`src/rtl/ecc_pkg.sv`:
```
// ecc_pkg: shared constants and helpers for the extended Hamming (SECDED) codec.
// Supplies the code geometry functions, the power-of-two test and the error class.
package ecc_pkg;

    typedef enum logic [1:0] {
        NONE   = 2'd0,
        CORR   = 2'd1,
        UNCORR = 2'd2
    } err_class_e;

    // True when value is a positive power of two (a Hamming parity slot).
    function automatic logic ecc_is_pow2(input int value);
        return (value > 0) && ((value & (value - 1)) == 0);
    endfunction

    // Smallest R with 2^R >= K + R + 1.
    function automatic int ecc_parity_bits(input int k);
        int r;
        r = 0;
        for (int i = 7; i >= 1; i--) begin
            if ((1 << i) >= k + i + 1) r = i;
        end
        return r;
    endfunction

    // Full codeword width: payload, Hamming parity and the overall parity bit.
    function automatic int ecc_cw_width(input int k);
        return k + ecc_parity_bits(k) + 1;
    endfunction

    // 1-based Hamming position of payload bit j (j-th non-power-of-two position).
    function automatic int ecc_data_pos(input int j);
        int cnt;
        int pos;
        cnt = 0;
        pos = 0;
        for (int p = 1; p < 128; p++) begin
            if (!ecc_is_pow2(p)) begin
                if (cnt == j) pos = p;
                cnt++;
            end
        end
        return pos;
    endfunction

endpackage

```
`src/rtl/extended_hamming_stream_codec_if.sv`:
```
// extended_hamming_stream_codec_if: input and output streams of the codec.
// The codec attaches through the slave modport, the traffic source/sink through master.
interface extended_hamming_stream_codec_if
    import ecc_pkg::*;
#(
    parameter int DATA_WIDTH = 8
) ();

    localparam int CW_WIDTH = ecc_cw_width(DATA_WIDTH);

    logic                in_valid;
    logic                in_ready;
    logic                in_op;
    logic [CW_WIDTH-1:0] in_data;

    logic                out_valid;
    logic                out_ready;
    logic                out_op;
    logic [CW_WIDTH-1:0] out_data;
    logic                out_err_corr;
    logic                out_err_uncorr;

    modport slave (
        input  in_valid, in_op, in_data, out_ready,
        output in_ready, out_valid, out_op, out_data, out_err_corr, out_err_uncorr
    );

    modport master (
        output in_valid, in_op, in_data, out_ready,
        input  in_ready, out_valid, out_op, out_data, out_err_corr, out_err_uncorr
    );

endinterface

```
`src/rtl/secded_syndrome_gen.sv`:
```
// secded_syndrome_gen: combinational Hamming check-bit generator.
// Fed a payload-only word it yields the parity bits; fed a received codeword it
// yields the syndrome. o_xor_all is the XOR of every bit of the word.
module secded_syndrome_gen
    import ecc_pkg::*;
#(
    parameter  int DATA_WIDTH = 8,
    localparam int R          = ecc_parity_bits(DATA_WIDTH),
    localparam int CW         = ecc_cw_width(DATA_WIDTH)
) (
    input  logic [CW-1:0] i_word,
    output logic [R-1:0]  o_syndrome,
    output logic          o_xor_all
);

    localparam int KR = DATA_WIDTH + R;

    // Check bit i covers every position 1..K+R whose index has bit i set.
    always_comb begin
        o_syndrome = '0;
        for (int p = 1; p <= KR; p++) begin
            for (int i = 0; i < R; i++) begin
                if (((p >> i) & 1) == 1) o_syndrome[i] = o_syndrome[i] ^ i_word[p-1];
            end
        end
    end

    assign o_xor_all = ^i_word;

endmodule

```
`src/rtl/extended_hamming_stream_codec.sv`:
```
// extended_hamming_stream_codec: two-stage SECDED encode/decode stream pipeline.
// Stage 1 registers the beat with its check bits, stage 2 corrects/assembles and
// registers the result. A stalled output freezes both stages.
// Optional macro ECC_ERR_COUNTERS_EN enables the saturating error counters;
// without it the counter outputs read 0 and cnt_clr is ignored.
module extended_hamming_stream_codec
    import ecc_pkg::*;
#(
    parameter int DATA_WIDTH = 8,
    parameter int CNT_WIDTH  = 16
) (
    input  logic                          clk,
    input  logic                          rst,
    extended_hamming_stream_codec_if.slave bus,
    input  logic                          cnt_clr,
    output logic [CNT_WIDTH-1:0]          corr_cnt,
    output logic [CNT_WIDTH-1:0]          uncorr_cnt
);

    localparam int           R      = ecc_parity_bits(DATA_WIDTH);
    localparam int           KR     = DATA_WIDTH + R;
    localparam int           CW     = KR + 1;
    localparam logic [R-1:0] KR_SYN = R'(KR);

    logic                  w_stall;
    logic [CW-1:0]         w_enc_word;
    logic [CW-1:0]         w_gen_word;
    logic [R-1:0]          w_syndrome;
    logic                  w_xor_all;

    logic                  r_s1_valid;
    logic                  r_s1_op;
    logic [CW-1:0]         r_s1_word;
    logic [R-1:0]          r_s1_syn;
    logic                  r_s1_xor;

    logic [CW-1:0]         w_enc_cw;
    err_class_e            w_class;
    logic [DATA_WIDTH-1:0] w_dec_data;
    logic [CW-1:0]         w_s2_data;

    logic                  r_out_valid;
    logic                  r_out_op;
    logic [CW-1:0]         r_out_data;
    logic                  r_out_corr;
    logic                  r_out_uncorr;

    // A result that cannot leave holds the whole pipe, so input is refused.
    assign w_stall      = r_out_valid & ~bus.out_ready;
    assign bus.in_ready = ~w_stall;

    // Spread the payload over the non-power-of-two positions; parity slots stay 0.
    always_comb begin
        w_enc_word = '0;
        for (int j = 0; j < DATA_WIDTH; j++) begin
            w_enc_word[ecc_data_pos(j)-1] = bus.in_data[j];
        end
    end

    // One generator serves both directions: payload word for encode, raw codeword for decode.
    assign w_gen_word = bus.in_op ? bus.in_data : w_enc_word;

    secded_syndrome_gen #(
        .DATA_WIDTH (DATA_WIDTH)
    ) u_syndrome_gen (
        .i_word     (w_gen_word),
        .o_syndrome (w_syndrome),
        .o_xor_all  (w_xor_all)
    );

    // Stage-1 occupancy flag.
    always_ff @(posedge clk) begin
        if (rst) begin
            r_s1_valid <= 1'b0;
        end else if (!w_stall) begin
            r_s1_valid <= bus.in_valid;
        end
    end

    // Stage-1 payload; the valid flag alone qualifies it.
    // NOTE: datapath registers carry no reset -- nothing reads them until the valid bit ahead of them is set.
    always_ff @(posedge clk) begin
        if (!w_stall) begin
            r_s1_op   <= bus.in_op;
            r_s1_word <= w_gen_word;
            r_s1_syn  <= w_syndrome;
            r_s1_xor  <= w_xor_all;
        end
    end

    // Encode: drop the check bits into their slots and close with overall parity.
    always_comb begin
        w_enc_cw = r_s1_word;
        for (int i = 0; i < R; i++) begin
            w_enc_cw[(1 << i) - 1] = r_s1_syn[i];
        end
        w_enc_cw[CW-1] = r_s1_xor ^ (^r_s1_syn);
    end

    // Decode: classify from syndrome and overall-parity mismatch.
    always_comb begin
        if (r_s1_syn == '0) begin
            w_class = r_s1_xor ? CORR : NONE;
        end else if (r_s1_xor && (r_s1_syn <= KR_SYN)) begin
            w_class = CORR;
        end else begin
            w_class = UNCORR;
        end
    end

    // Decode: pull the payload out, flipping the one bit the syndrome points at.
    always_comb begin
        w_dec_data = '0;
        for (int j = 0; j < DATA_WIDTH; j++) begin
            w_dec_data[j] = r_s1_word[ecc_data_pos(j)-1]
                          ^ ((w_class == CORR) && (r_s1_syn == R'(ecc_data_pos(j))));
        end
    end

    // Select the stage-2 result word; decode results are zero-extended.
    always_comb begin
        w_s2_data = w_enc_cw;
        if (r_s1_op) begin
            w_s2_data                 = '0;
            w_s2_data[DATA_WIDTH-1:0] = w_dec_data;
        end
    end

    // Stage-2 output registers, frozen while the consumer stalls.
    always_ff @(posedge clk) begin
        if (rst) begin
            r_out_valid  <= 1'b0;
            r_out_op     <= 1'b0;
            r_out_data   <= '0;
            r_out_corr   <= 1'b0;
            r_out_uncorr <= 1'b0;
        end else if (!w_stall) begin
            r_out_valid  <= r_s1_valid;
            r_out_op     <= r_s1_op;
            r_out_data   <= w_s2_data;
            r_out_corr   <= r_s1_op && (w_class == CORR);
            r_out_uncorr <= r_s1_op && (w_class == UNCORR);
        end
    end

    assign bus.out_valid      = r_out_valid;
    assign bus.out_op         = r_out_op;
    assign bus.out_data       = r_out_data;
    assign bus.out_err_corr   = r_out_corr;
    assign bus.out_err_uncorr = r_out_uncorr;

`ifdef ECC_ERR_COUNTERS_EN
    logic                 w_deliver_dec;
    logic [CNT_WIDTH-1:0] r_corr_cnt;
    logic [CNT_WIDTH-1:0] r_uncorr_cnt;

    assign w_deliver_dec = r_out_valid & bus.out_ready & r_out_op;

    // Saturating error counters, bumped once per delivered decode beat; clear has priority.
    always_ff @(posedge clk) begin
        if (rst || cnt_clr) begin
            r_corr_cnt   <= '0;
            r_uncorr_cnt <= '0;
        end else if (w_deliver_dec) begin
            if (r_out_corr && (r_corr_cnt != '1))     r_corr_cnt   <= r_corr_cnt + 1'b1;
            if (r_out_uncorr && (r_uncorr_cnt != '1)) r_uncorr_cnt <= r_uncorr_cnt + 1'b1;
        end
    end

    assign corr_cnt   = r_corr_cnt;
    assign uncorr_cnt = r_uncorr_cnt;
`else
    logic w_unused_cnt_clr;

    assign w_unused_cnt_clr = cnt_clr;
    assign corr_cnt         = '0;
    assign uncorr_cnt       = '0;
`endif

endmodule

```
`src/flat_wrapper.sv`:
```
// flat-port wrapper written by rule: the top's interface ports become plain ports
module extended_hamming_stream_codec_flat import ecc_pkg::*;
#(
    parameter int DATA_WIDTH = 8,
    parameter int CNT_WIDTH  = 16
)
  (clk, rst, cnt_clr, corr_cnt, uncorr_cnt, bus_in_valid, bus_in_op, bus_in_data, bus_out_ready, bus_in_ready, bus_out_valid, bus_out_op, bus_out_data, bus_out_err_corr, bus_out_err_uncorr);
  extended_hamming_stream_codec_if #(.DATA_WIDTH(DATA_WIDTH)) bus_i ();
  input  logic clk;
  input  logic rst;
  input  logic cnt_clr;
  output logic [CNT_WIDTH-1:0] corr_cnt;
  output logic [CNT_WIDTH-1:0] uncorr_cnt;
  input wire logic [$bits(bus_i.in_valid)-1:0] bus_in_valid;
  input wire logic [$bits(bus_i.in_op)-1:0] bus_in_op;
  input wire logic [$bits(bus_i.in_data)-1:0] bus_in_data;
  input wire logic [$bits(bus_i.out_ready)-1:0] bus_out_ready;
  output wire logic [$bits(bus_i.in_ready)-1:0] bus_in_ready;
  output wire logic [$bits(bus_i.out_valid)-1:0] bus_out_valid;
  output wire logic [$bits(bus_i.out_op)-1:0] bus_out_op;
  output wire logic [$bits(bus_i.out_data)-1:0] bus_out_data;
  output wire logic [$bits(bus_i.out_err_corr)-1:0] bus_out_err_corr;
  output wire logic [$bits(bus_i.out_err_uncorr)-1:0] bus_out_err_uncorr;
  assign bus_i.in_valid = bus_in_valid;
  assign bus_i.in_op = bus_in_op;
  assign bus_i.in_data = bus_in_data;
  assign bus_i.out_ready = bus_out_ready;
  assign bus_in_ready = bus_i.in_ready;
  assign bus_out_valid = bus_i.out_valid;
  assign bus_out_op = bus_i.out_op;
  assign bus_out_data = bus_i.out_data;
  assign bus_out_err_corr = bus_i.out_err_corr;
  assign bus_out_err_uncorr = bus_i.out_err_uncorr;
  extended_hamming_stream_codec #(.DATA_WIDTH(DATA_WIDTH), .CNT_WIDTH(CNT_WIDTH)) u_core (.clk(clk), .rst(rst), .bus(bus_i), .cnt_clr(cnt_clr), .corr_cnt(corr_cnt), .uncorr_cnt(uncorr_cnt));
endmodule
```
`config.mk`:
```
export PLATFORM = sky130hd
export DESIGN_NAME = extended_hamming_stream_codec_flat
export DESIGN_NICKNAME = d
export VERILOG_FILES = /design/src/rtl/ecc_pkg.sv /design/src/rtl/extended_hamming_stream_codec_if.sv /design/src/rtl/secded_syndrome_gen.sv /design/src/rtl/extended_hamming_stream_codec.sv /design/src/flat_wrapper.sv
export SDC_FILE = /design/constraint.sdc
export NUM_CORES = 1
export LEC_CHECK = 0
export BUFFER_PORTS_ARGS = -buffer_cell sky130_fd_sc_hd__clkbuf_2
export CORE_ASPECT_RATIO = 1.2
export CORE_MARGIN = 2
export CORE_UTILIZATION = 45
export DETAILED_ROUTE_END_ITERATION = 12
export PLACE_DENSITY = 0.85
export SKIP_CTS_REPAIR_TIMING = 1
export SLEW_MARGIN = 25
export SYNTH_ARGS = -nofsm -noshare
export SYNTH_HDL_FRONTEND = slang
export SYNTH_HIERARCHICAL = 1
export SYNTH_SLANG_ARGS = --single-unit
```
`constraint.sdc`:
```
create_clock -name clk -period 2.8 [get_ports clk]
set_input_delay 0.28 -clock clk [delete_from_list [all_inputs] [get_ports clk]]
set_output_delay 0.28 -clock clk [all_outputs]
set_load 0.05 [all_outputs]
```
# Word level (Yosys, flattened, before mapping)
# Index checks and enable logic that the tools add are counted.
classes:
  eq_ne: 10
  n_reduce_logical: 14
  bitwise: 30
  mul: 0
  div_mod_pow: 0
  mux: 5
  addsub: 0
  shifts: 0
  order_cmp: 1
op_table:
  columns: ["cell", "n"]
  rows:
  - ["1-bit bitwise XOR", 27]
  - ["13-bit 2-to-1 mux", 2]
  - ["4-bit equality test (second input constant)", 4]
  - ["13-bit parity", 1]
  - ["4-bit by 3-bit equality test with 1-bit output (second input constant)", 3]
  - ["1-bit logical AND", 11]
  - ["4-bit by 2-bit equality test with 1-bit output (second input constant)", 1]
  - ["4-bit less-or-equal comparator (second input constant)", 1]
  - ["4-bit logical NOT", 1]
  - ["2-bit 2-to-1 mux", 2]
  - ["4-bit parity", 1]
  - ["2-bit by 1-bit equality test with 1-bit output (second input constant)", 1]
  - ["2-bit equality test (second input constant)", 1]
  - ["1-bit inverter", 2]
  - ["1-bit AND", 1]
  - ["1-bit 2-to-1 mux", 1]
word_totals:
  output_inout_bits: 50
  wordCells: 70
  romBits: 0
  ff_bits: 36
  latch_bits: 0
  n_memories: 0
  in_bits: 19
  mem_bits_rw: 0

# Depth between registers and ports, before layout
# Gate-level depths: netlist (run 1).
logic_depth:
  word_depth: 8
  mapped_depth: 7
  mapped_depth_nobuf: 6

# Cells and area by module
# The synthesis (run 1) kept the hierarchy.
modules_own_cells:
  columns: ["module", "cells_each", "area_each_um2", "n_inst"]
  rows:
  - ["extended_hamming_stream_codec", 188, 1820.5, 1]
  - ["secded_syndrome_gen", 17, 206.4, 1]

# Worst setup path after synthesis (run 1)
# No wires, ideal clock.
synth_timing:
  path_kind: "in2reg"
  from: "input bus_in_op"
  to: "register u_core.r_s1_xor (data pin)"
  setup_slack_ns: 0.781
  t_arrival_ns: 1.751
  required_ns: 2.532
  cell_stages: 5
  n_path_buf: 1
  cell_sequence: "clkbuf_1 -> mux2_2 -> xnor2_1 -> xnor2_1 -> xnor3_1"
synth_via:
  elab_chain_cells: 2
synth_rtl:
  columns: ["element", "line", "rtl"]
  rows:
  - ["start: declaration", "flat_wrapper.sv:15", "input wire logic [$bits(bus_i.in_op)-1:0] bus_in_op;"]
  - ["13-bit 2-to-1 mux", "extended_hamming_stream_codec.sv:61", "assign w_gen_word = bus.in_op ? bus.in_data : w_enc_word;"]
  - ["named net u_core.w_gen_word[6]", "extended_hamming_stream_codec.sv:27", "logic [CW-1:0] w_gen_word;"]
  - ["13-bit parity", "secded_syndrome_gen.sv:28", "assign o_xor_all = ^i_word;"]
  - ["named net u_core.w_xor_all", "extended_hamming_stream_codec.sv:29", "logic w_xor_all;"]
  - ["end signal: assignment", "extended_hamming_stream_codec.sv:87", "r_s1_xor <= w_xor_all;"]
  - ["end: declaration", "extended_hamming_stream_codec.sv:35", "logic r_s1_xor;"]
# The timed path passes the listed nets, and every way through them passes these cells.
# A chain may end at the register's enable or synchronous reset.

# Worst setup path after layout (run 1)
layout_timing:
  from: "register u_core.r_out_valid (netlist: u_core/bus.out_valid)"
  to: "output bus_in_ready"
layout_via:
  elab_chain_cells: 2
layout_rtl:
  columns: ["element", "line", "rtl"]
  rows:
  - ["start: declaration", "extended_hamming_stream_codec.sv:42", "logic r_out_valid;"]
  - ["start signal: assignment", "extended_hamming_stream_codec.sv:138", "r_out_valid <= r_s1_valid;"]
  - ["1-bit AND", "extended_hamming_stream_codec.sv:49", "assign w_stall = r_out_valid & ~bus.out_ready;"]
  - ["1-bit inverter", "extended_hamming_stream_codec.sv:50", "assign bus.in_ready = ~w_stall;"]
  - ["end: declaration", "flat_wrapper.sv:18", "output wire logic [$bits(bus_i.in_ready)-1:0] bus_in_ready;"]
# No other way between the ends.

==> results of run 1 <==
worst register-to-register path: stages, from the launching register on:
cell	delay (ns)
dfxtp_1	0.32
and2b_1	0.42
inv_2	0.33
nor2_1	0.43
nand2_1	0.10
o21ai_0	0.09
power by group through the flow:
| stage | sequential [mW] | combinational [mW] | clock, mW |
|---|---|---|---|
| finish | 0.659 | 0.680 | 0.354 |
| global route | 0.673 | 0.734 | 0.392 |
| CTS | 0.659 | 0.684 | 0.366 |
| detailed placement | 0.670 | 0.682 | 0 |
| global placement | 0.664 | 0.665 | 0 |
| floorplan | 0.754 | 0.525 | 0 |
logic make-up after synthesis:
| kind of cell | synth area share |
|---|---|
| AO/OA/AOI/OAI | 0.0982 |
| XOR/XNOR | 0.119 |
| adder cells (fa/ha/maj) | 0.0494 |
| buffers and inverters | 0.151 |
| flip-flops | 0.385 |
| multiplexers | 0.0494 |
| other | 0.00185 |
| AND/OR/NAND/NOR | 0.147 |
layout make-up:
cell class / count / area share
multi-input combinational: 157 / 0.480
sequential: 32 / 0.354
timing repair buffer: 35 / 0.0795
clock buffer: 8 / 0.0409
tap: 56 / 0.0318
inverter: 8 / 0.0136
final timing paths:
path / to / start / slack (ns)
worst max-delay path: bus_in_ready / u_core/bus.out_valid$_SDFFE_PP0N_ / 0.83
worst min-delay path: u_core/r_s1_valid$_SDFFE_PP0N_ / bus_in_valid / 0.22
worst max register to register: u_core/bus.out_data[1]$_SDFFE_PP0N_ / u_core/bus.out_valid$_SDFFE_PP0N_ / 1.04
worst min register to register: u_core/bus.out_data[6]$_SDFFE_PP0N_ / u_core/bus.out_data[6]$_SDFFE_PP0N_ / 0.45
cell usage after synthesis (2+ instances only):
cell	instances	share of area
buf_4	32	0.12
nand2_1	19	0.035
dfxtp_1	18	0.18
edfxtp_1	14	0.21
o21ai_0	12	0.030
xnor2_1	12	0.052
a21oi_1	11	0.027
ha_1	8	0.049
mux2_2	8	0.044
inv_1	7	0.013
nor2_1	6	0.011
and2_1	5	0.015
clkbuf_1	5	0.0093
nand3b_1	4	0.015
nor4_1	4	0.012
nor3b_1	3	0.011
o31a_1	3	0.013
o31ai_1	3	0.011
nand2_2	2	0.0062
or4_1	2	0.0074
xnor3_1	2	0.022
xor2_1	2	0.0086
xor2_2	2	0.016
state kept, by name, indices dropped and copies added, names as in the netlist:
name                       count
u_core/bus.out_data           13
u_core/bus.out_err_corr        1
u_core/bus.out_err_uncorr      1
u_core/bus.out_op              1
u_core/bus.out_valid           1
u_core/r_s1_op                 1
u_core/r_s1_syn                4
u_core/r_s1_valid              1
u_core/r_s1_word               8
u_core/r_s1_xor                1
metrics by stage:
step | power [mW] | util | setup slack, ns | cell area (sq um) | instances
floorplan | 1.28 | - | 0.781 | 2140 | 236
global placement | 1.33 | 0.492 | 0.697 | 2110 | 288
detailed placement | 1.35 | 0.492 | 0.626 | 2110 | 288
CTS | 1.71 | 0.513 | 0.793 | 2200 | 296
global route | 1.80 | 0.513 | 0.710 | 2200 | 296
finish | 1.69 | 0.513 | 0.825 | 2200 | 296
cell usage in the layout (no fill, tap or decap), drive strengths merged, types with 2 or more instances in the layout:
| cell type | instances |
|---|---|
| edfxtp | 14 |
| xnor3 | 2 |
| o31a | 3 |
| conb | 32 |
| nor4 | 4 |
| dfxtp | 18 |
| ha | 8 |
| xor2 | 4 |
| xnor2 | 13 |
| and2 | 5 |
| nand2 | 21 |
| inv | 8 |
| a21oi | 11 |
| nor3b | 3 |
| nor2 | 6 |
| clkbuf | 43 |
| or4 | 2 |
| nand3b | 4 |
| mux2 | 8 |
| o21ai | 13 |
| o31ai | 3 |
per-layer routing:
metal | GRT usage | routed length [microns] | vias up
met5 | 0 | 0 | -
met4 | 0.0563 | 59 | 0
met3 | 0.0435 | 221 | 6
met2 | 0.218 | 1600 | 53
met1 | 0.162 | 1430 | 613
li1 | - | - | 702
==> summary.txt, run 1 <==
Status = complete, no violations
Vias in the first global route = 1170
Min-delay worst type = input pin to flip-flop
Layout net count = 266
Psw = 678 uW
# DRC = 0
Clock group share of total power = 0.209
Antenna violation net count after detailed routing = 0
Number of buffers created by CTS = 5
Post-synthesis sequential area ratio = 0.385
H-tree depth = 2
CTS root buf = clkbuf_8
Unrepaired setup endpoints after global routing = false
Area of the multi-input gates = 1060 sq um
Slew @ Worst Pin = 0.639 ns
Fraction of layout instances using a drive strength above 1 = 0.233
Max Cap Viol = 0
Final GP Congestion = 0.763
Final hold slack = 0.224 ns
Via count = 1374
Iter 0 DRT Violations = 120
Global-route wire length before repair = 5.24 mm
Die width = 65.3 microns
DRT Wirelength = 3.31 mm
Area grow syn2layout = 8.70%
CTS tree = built
PD cells = 768 nW/um^2
Die area = 5060 sq um
Fin crit period = 1.97 ns
Worst skew pair latency = 0.28 ns
WS Path Type = flip-flop to output pin
Die height = 77.5 microns
Pre-Repair DR Iteration Count = 4
Clock-pin slew on the worst setup and hold paths = 0.06 ns
CP peak stage delay = 0.43 ns
Mapped cell area = 2030 sq um
Routed len/inst = 11.2 microns
Cell chain of the critical path = and2b_1 > inv_2 > clkbuf_2
WP depth = 3
Number of I/O pins = 69
Placeable core area = 4290 sq um
Row Count = 26
Final Cycle Share = 0.705
Initial core utilization = 0.472
I/O Buffers = 35
Dpl hpwl = 2.53 mm
Post-synth EDFFs = 14
Combinational Power Share = 0.402
Synth Flop Type = dfxtp_1
Filler cells = 421
Avg Cell Area, Syn = 9.89 sq um
Crit start category = flip-flop
#FFs+latches synth = 32
Worst hold path depth = 3
Clock Path Buffers = 2
Initial antenna violation count = 0
Final number of hold-violating endpoints = 0
Leakage = 0.974 nW
Layout Skew = 0.00214 ns
Synth cell types = 44
Max Freq = 0.506 GHz
Fin Setup TNS = 0 ns
Reg2reg path depth = 5
Setup violators final = 0
Clock sink count = 32
Total gr overflow = 0
Sequential share of power = 0.389
Crit path max fanout = 24
CP bufs+invs = 2
Vias per cell = 4.64
GRT Overall Usage = 0.134
Crit path capture type = output pin
VDD IR-drop max = 0.000212 V
Crit path max-delay family = buffers and inverters
Slowest CP cell = inv_2
Switching Fraction = 0.400
Critical Path RT = 2.52 ns
Max Slew Vio Count = 0
Slew headroom = 0.574
Largest net degree at the start of global routing = 26
Asr flop ratio synth = 0
Worst EP arrival = 1.69 ns
Synth warn = 6
Seq. cell area = 781 sq um
Cell internal pwr = 1.01 mW
Cells after synthesis = 205
Ant. Diodes = 0
No activity file was read; power rests on OpenSTA's default activity.
==> inputs of run 2 (changes only) <==
==> constraint.sdc (replaced) <==
create_clock -name clk -period 1.88 [get_ports clk]
set_input_delay 0.188 -clock clk [delete_from_list [all_inputs] [get_ports clk]]
set_output_delay 0.188 -clock clk [all_outputs]
set_load 0.05 [all_outputs]
==> run 2 against run 1 <==
Design area rose by 5.2%. Critical path depth rose by 3. Via count rose by 3.3%. Core utilization rose by 2.7 points. Sequential share of layout area fell by 1.8 points. Sequential power rose by 49%. Clock skew rose by 0.0020 ns. Non-clock buffer count rose by 15.
==> summary.txt, run 2 (same netlist as run 1, synthesis figures left out) <==
Crit start category = flip-flop
Total gr overflow = 0 (unchanged)
Clock sink count = 32 (unchanged)
Leakage = 1.04 nW (+7.2%)
GRT Overall Usage = 0.141 (+0.00715)
Final instance area = 2320 sq um (+5.2%)
Reg2reg path depth = 6 (+1)
Row Count = 26 (unchanged)
VDD IR-drop max = 0.000428 V (+100%)
CTS root buf = clkbuf_8
Switching Fraction = 0.397 (-0.00390)
Setup violators final = 0 (unchanged)
Iter 0 DRT Violations = 65 (-46%)
Crit path capture type = flip-flop
Slew @ Worst Pin = 0.589 ns (-0.0493 ns)
Placeable core area = 4290 sq um (unchanged)
DRT Wirelength = 3.44 mm (+3.8%)
Cell chain of the critical path = inv_1 > ha_2 > nor2b_4 > or4_1 > a31oi_1 > a22o_1
Clock group share of total power = 0.205 (-0.004)
I/O Buffers = 35 (unchanged)
Antenna violation net count after detailed routing = 0 (unchanged)
Slowest CP cell = or4_1
Worst EP arrival = 1.93 ns (+0.24 ns)
Combinational Power Share = 0.414 (+0.012)
Routed len/inst = 11.1 microns (-1.2%)
Initial core utilization = 0.472 (unchanged)
CP bufs+invs = 1 (-1)
Max Freq = 0.587 GHz
FF-to-FF setup slack = 0.18 ns (-0.86 ns)
Global-route wire length before repair = 5.55 mm (+5.9%)
Fraction of layout instances using a drive strength above 1 = 0.282 (+0.0490)
Largest net degree at the start of global routing = 26 (unchanged)
Worst hold path depth = 3 (unchanged)
Min-delay worst type = input pin to flip-flop
Psw = 1.02 mW (+50%)
H-tree depth = 2 (unchanged)
PD cells = 1110 nW/um^2 (+44%)
Die height = 77.5 microns (unchanged)
WS Path Type = flip-flop to flip-flop
Number of I/O pins = 69 (unchanged)
Clock Path Buffers = 2 (unchanged)
Worst skew pair latency = 0.28 ns (about the same)
Die width = 65.3 microns (unchanged)
CP endpoint = u_core/bus.out_data[3]$_SDFFE_PP0N_
Crit path max fanout = 15 (-38%)
Dpl hpwl = 2.74 mm (+8.3%)
Unrepaired setup endpoints after global routing = false
Initial antenna violation count = 0 (unchanged)
CP peak stage delay = 0.47 ns (+0.04 ns)
Pre-Repair DR Iteration Count = 4 (unchanged)
Crit path from = u_core/r_s1_syn[0]$_DFFE_PN_
Final GP Congestion = 0.778 (+2.0%)
Vias per cell = 4.56 (-1.7%)
Fin crit period = 1.70 ns
Most common cell after layout, fill and taps aside = clkbuf_2
Slew headroom = 0.607 (+0.0328)
Layout net count = 281 (+5.6%)
Cell internal pwr = 1.55 mW (+53%)
Dpl cell area = 2230 sq um (+5.3%)
Worst r2r src = u_core/r_s1_syn[0]$_DFFE_PN_
R2r endpoint = u_core/bus.out_data[3]$_SDFFE_PP0N_
Critical Path RT = 2.10 ns (-0.42 ns)
Area grow syn2layout = 14.4%
Number of flip-flops in the largest register = 13 (unchanged)
Status = complete, no violations
Most frequent cells in the layout = 35 x clkbuf_2, 32 x conb_1, 19 x nand2_1, 18 x dfxtp_1, 15 x buf_4
Vias in the first global route = 1281 (+9.5%)
Layout Skew = 0.00411 ns (+0.00197 ns)
Fin Setup TNS = 0 ns (unchanged)
Final Cycle Share = 0.905
Tot Pwr = 2.57 mW (+52%)
CTS tree = built
Max Cap Viol = 0 (unchanged)
Max Slew Vio Count = 0 (unchanged)
Number of buffers created by CTS = 5 (unchanged)
Die area = 5060 sq um (unchanged)
Crit path max-delay family = simple AND/OR/NAND/NOR gates
Via count = 1419 (+3.3%)
Sequential share of power = 0.381 (-0.008)
WP depth = 6 (+3)
Clock-pin slew on the worst setup and hold paths = 0.06 ns (about the same)
Core Util, Final = 0.540 (+0.0268)
Final number of hold-violating endpoints = 0 (unchanged)
# DRC = 0 (unchanged)
Ant. Diodes = 0 (unchanged)
[run 2: cell type report]
cell class / instances / area [sq um]
fillers: 410 / 1980
flip-flops and latches: 32 / 781
clock buffers: 8 / 90.1
inverters: 8 / 30.0
multi-input cells: 157 / 1060
repair buffers: 50 / 288
well taps: 56 / 70.1
[run 2: worst min-delay path by stage]
stage | end | start | slack (ns)
2_1_floorplan | u_core/r_s1_valid$_SDFFE_PP0N_ | rst | 0.26
3_3_place_gp | u_core/r_s1_valid$_SDFFE_PP0N_ | bus_in_valid | 0.42
3_5_place_dp | u_core/r_s1_valid$_SDFFE_PP0N_ | bus_in_valid | 0.43
4_1_cts | u_core/r_s1_valid$_SDFFE_PP0N_ | bus_in_valid | 0.13
5_1_grt | u_core/r_s1_valid$_SDFFE_PP0N_ | bus_in_valid | 0.15
6_report | u_core/r_s1_valid$_SDFFE_PP0N_ | bus_in_valid | 0.14
[run 2: worst min-delay path: cells and delay by family]
kind,cells,cell delay (ns)
buffers and inverters,1,0.08
and+or+nand+nor,1,0.05
AOI/OAI and AO/OA,1,0.05
[run 2: stage by stage]
step	cells	setup WS, ns	hold slack [ns]
after floorplan	236	0.0584	0.257
after global placement	303	-0.0169	0.418
after detailed placement	303	-0.0885	0.432
after CTS	311	0.135	0.131
after global routing	311	0.0450	0.153
final	311	0.178	0.142
[run 2: power by group through the flow]
stage,clock (mW),sequential [mW],combinational [mW]
2_1_floorplan,0,1.12,0.783
3_3_place_gp,0,0.988,1.03
3_5_place_dp,0,0.998,1.06
4_1_cts,0.544,0.982,1.06
5_1_grt,0.573,1.00,1.16
6_report,0.526,0.981,1.06
[run 2: layer usage]
| layer | wire [microns] | global-route usage | vias up |
|---|---|---|---|
| met5 | 0 | 0 | - |
| met4 | 57 | 0.0583 | 0 |
| met3 | 224 | 0.0420 | 5 |
| met2 | 1700 | 0.242 | 51 |
| met1 | 1460 | 0.162 | 627 |
| li1 | - | - | 736 |
